## src/rtl/am_sample_fifo.sv

```systemverilog
// rtl/am_sample_fifo.sv - first-word-fall-through sample buffer with prefill gate for the AM modulator
module am_sample_fifo #(
    parameter int DATA_WIDTH   = 8,
    parameter int ADDR_WIDTH   = 4,
    parameter int PREFILL      = 8,
    parameter int AFULL_THRESH = 12
) (
    input  logic                  clk,
    input  logic                  rst,
    input  logic [DATA_WIDTH-1:0] wr_data,
    input  logic                  wr_en,
    output logic                  full,
    output logic                  almost_full,
    output logic [DATA_WIDTH-1:0] sample,
    output logic                  empty,
    input  logic                  read,
    output logic [ADDR_WIDTH:0]   level,
    output logic                  overflow,
    output logic                  underflow,
    input  logic                  clear_flags
);

    localparam int DEPTH = 1 << ADDR_WIDTH;
    localparam logic [ADDR_WIDTH:0]   DEPTH_L   = (ADDR_WIDTH+1)'(DEPTH);
    localparam logic [ADDR_WIDTH:0]   PREFILL_L = (ADDR_WIDTH+1)'(PREFILL);
    localparam logic [ADDR_WIDTH:0]   AFULL_L   = (ADDR_WIDTH+1)'(AFULL_THRESH);
    localparam logic [ADDR_WIDTH:0]   LEVEL_ONE = (ADDR_WIDTH+1)'(1);
    localparam logic [ADDR_WIDTH-1:0] PTR_ONE   = ADDR_WIDTH'(1);

    typedef enum logic {FILLING, STREAMING} state_t;

    state_t                  state;
    state_t                  state_next;
    logic [DATA_WIDTH-1:0]   mem [DEPTH];
    logic [ADDR_WIDTH-1:0]   wr_ptr;
    logic [ADDR_WIDTH-1:0]   rd_ptr;
    logic [ADDR_WIDTH:0]     level_next;
    logic                    wr_acc;
    logic                    rd_acc;

    assign wr_acc = wr_en && !full;
    assign rd_acc = read && !empty;

    always_comb begin
        level_next = level;
        if (wr_acc && !rd_acc)
            level_next = level + LEVEL_ONE;
        else if (!wr_acc && rd_acc)
            level_next = level - LEVEL_ONE;
    end

    // Storage is deliberately left unreset; only pointers and level define validity.
    always_ff @(posedge clk) begin
        if (wr_acc)
            mem[wr_ptr] <= wr_data;
    end

    always_ff @(posedge clk or posedge rst) begin
        if (rst) begin
            wr_ptr <= '0;
            rd_ptr <= '0;
            level  <= '0;
        end else begin
            if (wr_acc)
                wr_ptr <= wr_ptr + PTR_ONE;
            if (rd_acc)
                rd_ptr <= rd_ptr + PTR_ONE;
            level <= level_next;
        end
    end

    // A clear in the same cycle as a set event leaves the flag low.
    always_ff @(posedge clk or posedge rst) begin
        if (rst) begin
            overflow  <= 1'b0;
            underflow <= 1'b0;
        end else if (clear_flags) begin
            overflow  <= 1'b0;
            underflow <= 1'b0;
        end else begin
            if (wr_en && full)
                overflow <= 1'b1;
            if (read && empty)
                underflow <= 1'b1;
        end
    end

    always_ff @(posedge clk or posedge rst) begin
        if (rst)
            state <= FILLING;
        else
            state <= state_next;
    end

    always_comb begin
        state_next = state;
        case (state)
            FILLING:   if (level_next >= PREFILL_L) state_next = STREAMING;
            STREAMING: if (level_next == '0)        state_next = FILLING;
            default:   state_next = FILLING;
        endcase
    end

    always_comb begin
        empty       = (state == FILLING) || (level == '0);
        full        = (level == DEPTH_L);
        almost_full = (level >= AFULL_L);
    end

    assign sample = empty ? '0 : mem[rd_ptr];

endmodule

```

## config.mk

```make
export PLATFORM = sky130hd
export DESIGN_NAME = am_sample_fifo
export DESIGN_NICKNAME = d
export VERILOG_FILES = /design/src/rtl/am_sample_fifo.sv
export SDC_FILE = /design/constraint.sdc
export NUM_CORES = 1
export LEC_CHECK = 0
export ABC_AREA = 1
export CAP_MARGIN = 20
export CORE_AREA = 3 3 97 145
export DETAILED_ROUTE_END_ITERATION = 7
export DIE_AREA = 0 0 100 148
export HOLD_SLACK_MARGIN = 0.02
export REMOVE_ABC_BUFFERS = 1
export SLEW_MARGIN = 30
export SYNTH_ARGS = -nofsm -noshare
export SYNTH_HDL_FRONTEND = slang
export SYNTH_SLANG_ARGS = --single-unit
```

## constraint.sdc

```tcl
create_clock -name clk -period 2.2 [get_ports clk]
set_input_delay 0.44 -clock clk [delete_from_list [all_inputs] [get_ports clk]]
set_output_delay 0.44 -clock clk [all_outputs]
set_load 0.005 [all_outputs]
```

==> results of run 1 <==
[sequential cells by signal, summed over array words and instances, names as in the netlist]
name,cells
state,1
mem,128
underflow,1
rd_ptr,4
overflow,1
wr_ptr,4
level,5
[Yosys cell counts, types with 2 or more instances]
master / count
nor2_4: 2
nand3_1: 12
xor2_1: 6
clkinv_1: 2
nand3_2: 3
edfxtp_1: 128
nor2_1: 83
dfrtp_1: 16
inv_2: 4
nand2_2: 5
nand2_1: 66
nand4_1: 2
buf_2: 12
nor3_1: 2
o22ai_1: 32
clkbuf_1: 10
inv_1: 16
o21ai_0: 54
ha_1: 8
o21ai_1: 15
a21oi_1: 18
nand2_4: 2
[critical path, delay by kind of cell (launching register included)]
kind / cells / cell delay, ns
buffers and inverters: 4 / 0.47
AO/OA/AOI/OAI: 3 / 0.35
flip-flops: 1 / 0.44
AND/OR/NAND/NOR: 3 / 0.26
[layout make-up]
type / count / area (µm²)
clock inverter: 12 / 160
clock buffer: 20 / 437
timing repair buffer: 101 / 1070
sequential: 144 / 4250
tap: 159 / 199
multi-input combinational: 315 / 1810
inverter: 23 / 97.6
fill: 1000 / 4930
[power breakdown]
group	internal, mW	switching [mW]	leakage [nW]
logic	2.45	2.96	1.39
registers	3.36	0.162	1.34
clock network	1.79	1.10	0.277
[logic make-up after synthesis]
family | share of synthesized area (%)
AND/OR/NAND/NOR | 12.8
flip-flops | 70.5
AO/OA/AOI/OAI | 10.8
buffers and inverters | 3.33
adder cells (fa/ha/maj) | 1.66
XOR/XNOR | 0.873
[layer usage]
metal,global-route usage [%],up-vias,share of wire [%]
met5,0,-,0
met4,10.8,0,3.8
met3,4.06,30,4.7
met2,37.5,144,52
met1,27.2,2104,40
li1,-,1995,-
[final timing paths]
path / cells past startpoint / to
setup / recovery: 10 / sample[7]
hold reg to reg: 2 / overflow
hold / removal: 2 / underflow
setup reg to reg: 9 / mem[15][1]
max in group asynchronous: 2 / rd_ptr[0]
min in group clk: 2 / overflow
[through the flow]
stage,instances,hold WS [ns]
floorplan,482,0.354
global placement,720,0.493
detailed placement,720,0.514
CTS,770,0.464
global route,774,0.494
finish,774,0.453
[timing repair]
action | CTS | global route
cloned | 3 | 1
resized for setup | 118 | 30
buffers inserted | 15 | 3
pin swaps | 46 | 32
setup endpoints to repair | 10 | 10
==> impl_metrics.env, run 1 <==
export IMPL_ir_drop_uv=701
export IMPL_synth_main_ff_cell="edfxtp_1"
export IMPL_fp_row_count=51
export IMPL_start_util_pct=46.5
export IMPL_setup_tns_ns=-1.29
export IMPL_synthToLayoutAreaGrowth_pct=33.3
export IMPL_gp_congestion=0.826
export IMPL_finish_instance_area_um2=8020
export IMPL_rrSetupSlack_ns=0.37
export IMPL_fin_util_pct=61.9
export IMPL_drv_slew=0
export IMPL_cts_max_level=4
export IMPL_yosys_area_top_type="edfxtp_1"
export IMPL_pre_cts_ws_ns=-0.229
export IMPL_grt_usage_pct=22.2
export IMPL_setup_ws_ns=-0.174
export IMPL_ys_ff_latch=144
export IMPL_worst_clock_skew_ns=0.0101
export IMPL_root_buffer="clkbuf_16"
export IMPL_crit_path_start_kind="flip-flop"
export IMPL_outcome="complete, but fails checks"
export IMPL_slew_headroom_pct=48.0
export IMPL_synth_top_area_share_pct=63.9
export IMPL_holdBufCountCts=0
export IMPL_finalPower_mw=11.8
export IMPL_vias_per_cell=5.52
export IMPL_syn_area_um2=6020
export IMPL_layout_drive_gt1_share_pct=30.4
export IMPL_synthCells=506
export IMPL_layout_nets=623
export IMPL_cts_tree="yes"
export IMPL_yosysWarnings=0
export IMPL_cts_clk_slew_worst_paths_ns=0.06
export IMPL_seq_area_frac_synth_pct=70.5
export IMPL_grt_max_degree=18
export IMPL_arrival_ns=1.93
export IMPL_finalCriticalPeriod_ns=2.37
export IMPL_firstDrtPassIters=7
export IMPL_cp_end_kind="primary output"
export IMPL_critical_path_class="reg2out"
export IMPL_tightest_slew_ns=0.777
export IMPL_drt_iter0_markers=333
export IMPL_clk_latency_ns=0.41
export IMPL_fmax_ghz=0.421
export IMPL_drc=0
export IMPL_synthArstFlopShare_pct=11.1
export IMPL_dpl_hpwl_um=9590
export IMPL_cp_max_fo=8
export IMPL_overflow=0
export IMPL_path_cells="inv_4 > buf_12 > buf_6 > o21ai_0 > o22ai_1 > nand2_1 > nand3_2 > nand2_2 > a21oi_2 > buf_2"
export IMPL_clock_path_buffers=2
export IMPL_max_cap_viol_count=0
export IMPL_antenna_found_initial=0
export IMPL_hold_class="in2async"
export IMPL_hold_viol_final=0
export IMPL_period_share_pct=108
export IMPL_rsz0062_at_grt="yes"
export IMPL_io_pins=31
export IMPL_synth_area_leaders="edfxtp_1 (64%), dfrtp_1 (6.7%), nor2_1 (5.2%)"
export IMPL_fp_dieH_um=148
export IMPL_die_area_um2=14800
export IMPL_die_w_um=100
export IMPL_cts_sinks=144
export IMPL_vias=4273
export IMPL_avgSynthCellArea_um2=11.9
export IMPL_wl_per_cell_um=20.1
export IMPL_antennaDiodeCount=0
export IMPL_synth_cell_types=30
export IMPL_r2r_start="level[1]"
export IMPL_grt_pass1_vias=4459
export IMPL_postRouteAntennaNets=0
export IMPL_core_um2=13000
export IMPL_drt_wl_total_um=15500
export IMPL_crit_path_max_incr_delay_ns=0.44
export IMPL_grt_pass1_wl_um=24200
export IMPL_cp_slowest_cell="dfrtp_2"
export IMPL_synth_edf_count=128
export IMPL_pwr_density_cell_nw_per_um2=1470
export IMPL_p_leak_nw=3.01
export IMPL_layout_common_cells="edfxtp_1 (128), nor2_1 (76), nand2_1 (58)"
export IMPL_crit_start="rd_ptr[0]"
export IMPL_crit_required_ns=1.76
export IMPL_violations="negative setup slack"
export IMPL_cts_made_buffers=17
export IMPL_layout_commonest_cell="edfxtp_1"
export IMPL_finalSetupViolCount=8
export IMPL_place_area_um2=6830
export IMPL_port_buffers=30
No activity file was read; power rests on OpenSTA's default activity.
==> run 2, diff against run 1 <==
--- a/config.mk
+++ b/config.mk
@@ -7,9 +7,9 @@
 export LEC_CHECK = 0
 export ABC_AREA = 1
 export CAP_MARGIN = 20
-export CORE_AREA = 3 3 97 145
+export CORE_AREA = 2 2 111 124
 export DETAILED_ROUTE_END_ITERATION = 7
-export DIE_AREA = 0 0 100 148
+export DIE_AREA = 0 0 113 126
 export HOLD_SLACK_MARGIN = 0.02
 export REMOVE_ABC_BUFFERS = 1
 export SLEW_MARGIN = 30
==> impl_metrics.env, run 2 (synthesis gave the netlist of run 1 again) <==
export IMPL_drt_iter0_markers=510
export IMPL_max_cap_viol_count=0
export IMPL_violations="negative setup slack"
export IMPL_p_leak_nw=2.98
export IMPL_overflow=0
export IMPL_grt_pass1_vias=4503
export IMPL_cts_made_buffers=17
export IMPL_firstDrtPassIters=5
export IMPL_layout_drive_gt1_share_pct=29.2
export IMPL_core_um2=13000
export IMPL_drc=0
export IMPL_postRouteAntennaNets=0
export IMPL_holdBufCountCts=0
export IMPL_pre_cts_ws_ns=-0.136
export IMPL_tightest_slew_ns=0.687
export IMPL_path_cells="buf_6 > buf_12 > buf_16 > o21ai_4 > o22ai_2 > nand2_1 > nand3_2 > nand2_2 > a21oi_2 > buf_2"
export IMPL_fp_row_count=44
export IMPL_port_buffers=30
export IMPL_die_area_um2=14200
export IMPL_crit_path_start_kind="flip-flop"
export IMPL_max_flop_register="mem"
export IMPL_cp_max_fo=6
export IMPL_clk_latency_ns=0.42
export IMPL_crit_required_ns=1.76
export IMPL_fmax_ghz=0.416
export IMPL_grt_usage_pct=22.9
export IMPL_gp_congestion=0.829
export IMPL_hold_ws_ns=0.416
export IMPL_slew_headroom_pct=54.1
export IMPL_synthToLayoutAreaGrowth_pct=33.7
export IMPL_antennaDiodeCount=0
export IMPL_root_buffer="clkbuf_16"
export IMPL_drt_wl_total_um=15600
export IMPL_die_w_um=113
export IMPL_vias=4342
export IMPL_layout_commonest_cell="edfxtp_1"
export IMPL_cts_tree="yes"
export IMPL_grt_pass1_wl_um=24200
export IMPL_ir_drop_uv=865
export IMPL_setup_tns_ns=-1.25
export IMPL_vias_per_cell=5.66
export IMPL_crit_buf_inv=4
export IMPL_critPathTopFamily="buffers and inverters"
export IMPL_largest_reg_flops=128
export IMPL_hold_class="in2async"
export IMPL_critical_path_class="reg2out"
export IMPL_grt_max_degree=19
export IMPL_reg_largest_list="mem x128, level x5"
export IMPL_cp_end_kind="primary output"
export IMPL_crit_path_max_incr_delay_ns=0.45
export IMPL_dp_cells=721
export IMPL_fp_dieH_um=126
export IMPL_wl_per_cell_um=20.3
export IMPL_pwr_density_cell_nw_per_um2=1470
export IMPL_n_fill_cell=1004
export IMPL_period_share_pct=109
export IMPL_outcome="complete, but fails checks"
export IMPL_layout_common_cells="edfxtp_1 (128), nor2_1 (73), nand2_1 (60)"
export IMPL_cts_max_level=4
export IMPL_drv_slew=0
export IMPL_setup_ws_ns=-0.202
export IMPL_arrival_ns=1.96
export IMPL_dpl_hpwl_um=9340
export IMPL_layout_nets=614
export IMPL_start_util_pct=46.3
export IMPL_fin_util_pct=61.9
export IMPL_finalNonFillerCells=767
export IMPL_cts_sinks=144
export IMPL_finalSetupViolCount=8
export IMPL_io_pins=31
export IMPL_worst_clock_skew_ns=0.00369
export IMPL_rsz0062_at_grt="yes"
export IMPL_hold_viol_final=0
export IMPL_antenna_found_initial=0
export IMPL_cp_slowest_cell="dfrtp_2"
export IMPL_clock_path_buffers=2
export IMPL_finalCriticalPeriod_ns=2.40
export IMPL_cts_clk_slew_worst_paths_ns=0.06
[run 2: cell types whose count changed in the layout (fill, tap and decap cells not counted), sizes merged, moves of 2 or more]
cell / previous run / this run
buf: 78 / 69
clkinv: 6 / 12
clkinvlp: 5 / 2
dlymetal6s2s: 2 / 0
clkbuf: 21 / 18
[run 2: worst register-to-register path, delay by kind of cell (launching register included)]
kind | cells | cell delay [ns]
and+or+nand+nor | 4 | 0.49
buffers and inverters | 4 | 0.52
DFF | 1 | 0.37
adders and majority gates | 1 | 0.16
[run 2: what timing repair did]
item	4_1_cts	5_1_grt
endpoints found under the setup margin	10	9
gates cloned	5	1
pin swaps	52	22
resized for setup	121	19
hold endpoints to repair	0	0
setup buffers	9	0
[run 2: layout make-up]
class                      instances  area (µm²)  area share [%]
tap                              161         201            2.50
multi-input combinational        315        1860            23.1
inverter                          23         100            1.24
timing repair buffer              92        1040            12.9
sequential                       144        4250            52.8
clock inverter                    15         174            2.16
clock buffer                      17         425            5.29
[run 2: where the power goes]
group,leakage (nW),switching [mW],internal (mW)
registers,1.34,0.177,3.36
clock network,0.291,1.06,1.86
logic,1.35,2.95,2.45
[run 2: metrics by stage]
stage | cell area (µm²) | power [mW]
3_3_place_gp | 6890 | 7.72
5_1_grt | 8050 | 12.5
6_report | 8050 | 11.9
2_1_floorplan | 5910 | 5.60
3_5_place_dp | 6890 | 7.79
4_1_cts | 7980 | 11.7
[run 2: path summary, 6_finish.rpt]
path	cells past startpoint	end	slack, ns	start
max reg2reg	9	mem[7][1]	0.37	level[1]
min reg2reg	2	underflow	0.50	underflow
max	10	sample[2]	-0.20	rd_ptr[0]
min in group clk	2	underflow	0.50	underflow
max in group asynchronous	2	rd_ptr[0]	1.31	rst
min	2	wr_ptr[1]	0.42	rst
[run 2: layer usage]
| metal | vias to the layer above | track usage [%] | wire length [µm] |
|---|---|---|---|
| li1 | 1985 | - | - |
| met1 | 2134 | 28.7 | 6080 |
| met2 | 178 | 37.9 | 7950 |
| met3 | 45 | 4.67 | 1010 |
| met4 | 0 | 11.5 | 520 |
| met5 | - | 0 | 0 |
